**src/rtl/mem_arbiter.sv**
```systemverilog
// rtl/mem_arbiter.sv - instruction/data to single memory port arbiter; MEM_ARB_RR_EN selects round-robin
module mem_arbiter #(
    parameter int ADDR_W = 32
) (
    input  logic              clk,
    input  logic              reset,
    input  logic              instruction_valid,
    input  logic [ADDR_W-1:0] instruction_addr,
    output logic [31:0]       instruction_read,
    output logic              instruction_ready,
    input  logic              data_read_valid,
    input  logic              data_write_valid,
    input  logic [ADDR_W-1:0] data_addr,
    input  logic [31:0]       data_write,
    input  logic [3:0]        data_write_byte,
    output logic [31:0]       data_read,
    output logic              data_ready,
    output logic              mem_valid,
    output logic              mem_we,
    output logic [ADDR_W-1:0] mem_addr,
    output logic [31:0]       mem_wdata,
    output logic [3:0]        mem_wstrb,
    input  logic [31:0]       mem_rdata,
    input  logic              mem_ready
);

    typedef enum logic [1:0] {IDLE, INSTR, DATA} state_t;

    state_t            state;
    state_t            state_nxt;
    logic              data_req;
    logic              grant_data;
    logic              grant_instr;
    logic [ADDR_W-1:0] addr_q;
    logic [31:0]       wdata_q;
    logic [3:0]        wstrb_q;
    logic              we_q;

    assign data_req = data_read_valid | data_write_valid;

`ifdef MEM_ARB_RR_EN
    // last_data: 1 when the data port was served last; reset leaves instruction as last served
    logic last_data;

    always_comb begin
        grant_data  = data_req && (!instruction_valid || !last_data);
        grant_instr = instruction_valid && !grant_data;
    end

    always_ff @(posedge clk or negedge reset) begin
        if (!reset) begin
            last_data <= 1'b0;
        end else if (state == IDLE && (grant_data || grant_instr)) begin
            last_data <= grant_data;
        end
    end
`else
    always_comb begin
        grant_data  = data_req;
        grant_instr = instruction_valid && !data_req;
    end
`endif

    always_ff @(posedge clk or negedge reset) begin
        if (!reset) begin
            state <= IDLE;
        end else begin
            state <= state_nxt;
        end
    end

    always_comb begin
        state_nxt = state;
        case (state)
            IDLE: begin
                if (grant_data) begin
                    state_nxt = DATA;
                end else if (grant_instr) begin
                    state_nxt = INSTR;
                end
            end
            INSTR, DATA: begin
                if (mem_ready) begin
                    state_nxt = IDLE;
                end
            end
            default: state_nxt = IDLE;
        endcase
    end

    // Request fields are captured at grant so requesters may change or drop them afterwards
    always_ff @(posedge clk or negedge reset) begin
        if (!reset) begin
            addr_q  <= '0;
            wdata_q <= '0;
            wstrb_q <= '0;
            we_q    <= 1'b0;
        end else if (state == IDLE) begin
            if (grant_data) begin
                addr_q  <= data_addr;
                wdata_q <= data_write;
                we_q    <= data_write_valid;
                wstrb_q <= data_write_valid ? data_write_byte : 4'b0000;
            end else if (grant_instr) begin
                addr_q  <= instruction_addr;
                we_q    <= 1'b0;
                wstrb_q <= 4'b0000;
            end
        end
    end

    assign mem_valid = (state == INSTR) || (state == DATA);
    assign mem_we    = (state == DATA) && we_q;
    assign mem_wstrb = mem_we ? wstrb_q : 4'b0000;
    assign mem_addr  = addr_q;
    assign mem_wdata = wdata_q;

    assign instruction_ready = (state == INSTR) && mem_ready;
    assign instruction_read  = mem_rdata;
    assign data_ready        = !data_req || ((state == DATA) && mem_ready);
    assign data_read         = mem_rdata;

endmodule

```
**config.mk**
```make
export PLATFORM = sky130hd
export DESIGN_NAME = mem_arbiter
export DESIGN_NICKNAME = d
export VERILOG_FILES = /design/src/rtl/mem_arbiter.sv
export SDC_FILE = /design/constraint.sdc
export NUM_CORES = 1
export LEC_CHECK = 0
export ABC_AREA = 1
export BUFFER_PORTS_ARGS = -buffer_cell sky130_fd_sc_hd__buf_4
export CORE_AREA = 5 5 104 106
export DETAILED_ROUTE_END_ITERATION = 6
export DIE_AREA = 0 0 109 111
export PLACE_DENSITY_LB_ADDON = 0.08
export SYNTH_ARGS = -nofsm -noshare
export SYNTH_HDL_FRONTEND = slang
export SYNTH_SLANG_ARGS = --single-unit
```
**constraint.sdc**
```tcl
create_clock -name clk -period 2.4 [get_ports clk]
set_input_delay 0.36 -clock clk [delete_from_list [all_inputs] [get_ports clk]]
set_output_delay 0.36 -clock clk [all_outputs]
set_load 0.005 [all_outputs]
```
After elaboration in Yosys (flattened, before gate mapping)

Cells that the tools add are included.

Output and inout port bits: 136
Register bits: 71

Reductions and logical operators: 13
Bitwise operators: 1
Multiplexer cells: 12
Equal/unequal tests: 4

Operator list:

| cell                                           | count |
|---|---|
| two-way mux 32 bit                             | 2 |
| two-way mux 4 bit                              | 4 |
| two-way mux 2 bit                              | 3 |
| AND reduction 2 bit                            | 3 |
| logical AND 1 bit                              | 4 |
| one-hot mux 2 bit (2 select lines)             | 1 |
| != test 3 bit (second input constant)          | 1 |
| == test 2 x 1 -> 1 bit (second input constant) | 1 |
| == test 2 bit (second input constant)          | 1 |
| zero test 2 bit                                | 1 |
| logical OR 1 bit                               | 2 |
| two-way mux 1 bit                              | 2 |
| != test 2 bit (second input constant)          | 1 |
| nonzero test 2 bit                             | 1 |
| OR reduction 2 bit                             | 1 |
| zero test 1 bit                                | 1 |
| OR 1 bit                                       | 1 |

Logic depth before layout (Yosys ltp)

Word-level depth: 6
Gate-level depth with buffers: 8
Gate-level depth less buffers: 6

Worst setup path before layout

Ideal clock, no wire load.

Kind: register to register
Start point: register state[0]
End point: register wdata_q[10], in the netlist mem_wdata[10]
Period minus slack after synthesis: 1.288 ns
Buffers on the path: 2
Setup slack: 1.112 ns
Setup time: 0.066 ns
Arrival time: 1.223 ns
Stages on the path, launching flop included: 8
Cells stage by stage: dfrtp_1 -> inv_1 -> ha_1 -> buf_6 -> nand2_2 -> clkbuf_1 -> nand2_1 -> nand2_1

Longest elaborated chain between the ends: 2

RTL lines:

| item                          | RTL line | RTL |
|---|---|---|
| start: declaration            | 29       | `state_t state;` |
| start signal: assignment      | 68       | `state <= state_nxt;` |
| zero test 2 bit               | 98       | `end else if (state == IDLE) begin` |
| AND reduction 2 bit (no line) | --       |  |
| end signal: assignment        | 101      | `wdata_q <= data_write;` |
| end: declaration              | 35       | `logic [31:0] wdata_q;` |

No other way between the ends.
A chain may end at the register's enable or synchronous reset.

Worst setup path in the final report

Start point: register state[0]
End point: register addr_q[31], in the netlist mem_addr[31]

Longest elaborated chain between the ends: 2

RTL lines:

| item                          | RTL line | RTL |
|---|---|---|
| zero test 2 bit               | 98       |  |
| AND reduction 2 bit (no line) | --       |  |
| end signal: assignment        | 100      | `addr_q <= data_addr;` |
| end signal: assignment        | 105      | `addr_q <= instruction_addr;` |
| end: declaration              | 34       | `logic [ADDR_W-1:0] addr_q;` |

No other way between the ends.

==> summary.txt <==
Run status
  – Status: completed

Synthesis
  – Synth unique cells: 15
  – Mapped Avg Cell Area: 7.492 sq um
  – Leading post-synthesis cells by cell area: dfrtp_1 48%, nand2_1 31%, buf_4 14%, buf_6 1.5%, buf_2 1.2%
  – Ys Warns: 0
  – Mapped Cells: 497
  – Seq/Total Area, Yosys: 47.72%
  – FF+latch count, synth: 71
  – Mapped Nets: 638
  – Post-Syn Area: 0.003724 sq mm
  – Synth top area share: 47.72%
  – Synth area leader: dfrtp_1

Detailed routing
  – DRC viols: 0
  – Vias after detailed routing: 3196
  – Avg WL per Cell: 13.08 microns
  – Initial DRC Count: 162
  – Post-DRT Antenna Nets: 0
  – Drt total wl: 9734 microns
  – Vias per cell: 4.296
  – DRT Pass-1 Iters: 4

Worst setup path
  – CP arrival: 2.02 ns
  – Worst EP required: 2.68 ns
  – CP max FO: 32
  – Setup crit start kind: flip-flop
  – Critical path startpoint: state[0]$_DFFE_PN0P_
  – CP Class: flip-flop to flip-flop
  – Crit. End Element: flip-flop
  – Worst R2R Start: state[0]$_DFFE_PN0P_

Floorplanning
  – Die height: 111 microns
  – Die area: 0.01210 sq mm
  – IO Count: 274
  – Starting density of the core: 38.45%
  – Core area: 0.009684 sq mm
  – Die Width: 109 microns
  – Row cnt: 36

Placed design
  – Routability cong.: 0.7446
  – PortBufs: 177
  – DP HPWL: 7242 microns
  – Placed cell area: 0.004641 sq mm

Hold path
  – Class of the worst hold path: primary input to async pin

STA
  – Hold WS: 0.1355 ns
  – Period utilization: 72.67%
  – Clock Skew: 0.009740 ns
  – Slew Limit Fails: 0
  – Fmax: 573.3 MHz
  – RSZ-0062 raised after global routing: false
  – Final setup TNS: 0 ns
  – Worst slew margin: 40.30%
  – Final setup fails: 0
  – Worst slew pin tran: 0.8955 ns
  – Final hold viol count: 0
  – Fin crit period: 1.744 ns

Clock network
  – CTS tree: done
  – Worst-Skew Late Latency: 0.34 ns
  – Worst-path clk slew: 0.07 ns
  – CTS H-tree depth: 3
  – Post-CTS sizing: 0
  – CTS Buffer Depth: 2
  – CTS Buf Count: 9
  – CTS root buf: clkbuf_8
  – Setup bufs post-CTS: 0
  – Hold Buf Count CTS: 0
  – Clk sinks: 71

Final layout
  – Area of the multi-input gates: 0.001275 sq mm
  – Final Instance Area: 0.004798 sq mm
  – Fin nets: 747
  – Antenna Cells: 0
  – Area Overhead vs Synth: 28.86%
  – Sequential cell area: 0.001777 sq mm
  – Commonest non-fill, non-tap cell in the layout: nand2_1
  – Layout cells sized above 1: 32.90%
  – Layout fillers: 960
  – Most frequent cells in the layout: 311 x nand2_1, 182 x buf_4, 71 x dfrtp_1, 12 x inv_1, 9 x clkbuf_8

GRT
  – GRT Total Usage: 16.09%
  – Largest net degree at the start of global routing: 72
  – Vias in the first global route: 3105
  – Global-route wire length before repair: 15400 microns
  – Antenna violations before repair: 0
  – Grt ovf: 0

Power
  – Leak: 2.856 nW
  – Peak supply drop: 0.4807 mV
  – PwrDens: 1071 mW/mm^2

Run
  – # Max-Cap Violations: 0
[cell usage after synthesis]
library cell and instances:
buf_6 5, o21ai_0 1, nand4_1 1, inv_2 3
nand3_1 4, clkbuf_1 3, inv_1 12, nand2_1 311
buf_4 67, ha_1 3, nor2_1 4, buf_2 9
nor2_4 1, dfrtp_1 71, nand2_2 2
[cell families (layout without fill, tap and decap cells)]
kind of cell	after synthesis	in the layout	synth area share [%]
AOI/OAI and AO/OA	1	1	0.1343
adders and majority gates	3	3	1.008
buffers and inverters	99	213	18.04
DFF	71	71	47.71
and+or+nand+nor	323	323	33.10
[layer usage]
metal	share of wire [%]	track usage [%]	vias to the layer above
met1	41	20.06	1396
li1	-	-	1626
met5	0	0	-
met3	13	7.746	13
met2	45	24.41	161
met4	0.92	5.051	0
[through the flow]
stage	power, W	utilization, %	instances	setup WS [ns]
finish	0.005140	49.55	744	0.6559
global placement	0.004381	47.92	728	0.7304
floorplan	0.003263	-	497	1.112
detailed placement	0.004424	47.92	728	0.6585
CTS	0.005254	49.55	744	0.6277
global route	0.005628	49.55	744	0.4379
[worst max-delay path, cell delays in order, from the launching register on]
cell and delay, ns:
dfrtp_1 0.40, inv_1 0.09, ha_1 0.31, nand2_1 0.09
buf_4 0.19, inv_2 0.39, nand2_1 0.13, nand2_1 0.08
[worst paths after layout]
check | endpoint | slack, ns | cells after the start
worst max-delay path | mem_addr[31]$_DFFE_PN0P_ | 0.66 | 7
worst min-delay path | mem_addr[25]$_DFFE_PN0P_ | 0.14 | 1
worst max register to register | mem_addr[31]$_DFFE_PN0P_ | 0.66 | 7
worst min register to register | wstrb_q[1]$_DFFE_PN0P_ | 0.47 | 2
max in group asynchronous | mem_addr[18]$_DFFE_PN0P_ | 1.67 | 1
min in group clk | mem_wdata[8]$_DFFE_PN0P_ | 0.21 | 3
[cell type report]
type | count | share of cell area, %
flip-flops and latches | 71 | 37.03
repair buffers | 182 | 28.47
multi-input cells | 327 | 26.57
well taps | 133 | 3.468
clock buffers | 12 | 2.816
inverters | 15 | 1.173
clock inverters | 4 | 0.4694
[power breakdown]
group / internal, W / switching, W
Sequential: 0.00177 / 0.000325
Combinational: 0.00113 / 0.00113
Clock: 0.000371 / 0.000418
[flip-flops by register name, summed over array words and instances (netlist names)]
name	count
mem_wdata	32
we_q	1
state	2
wstrb_q	4
mem_addr	32
No activity file was read; power rests on OpenSTA's default activity.
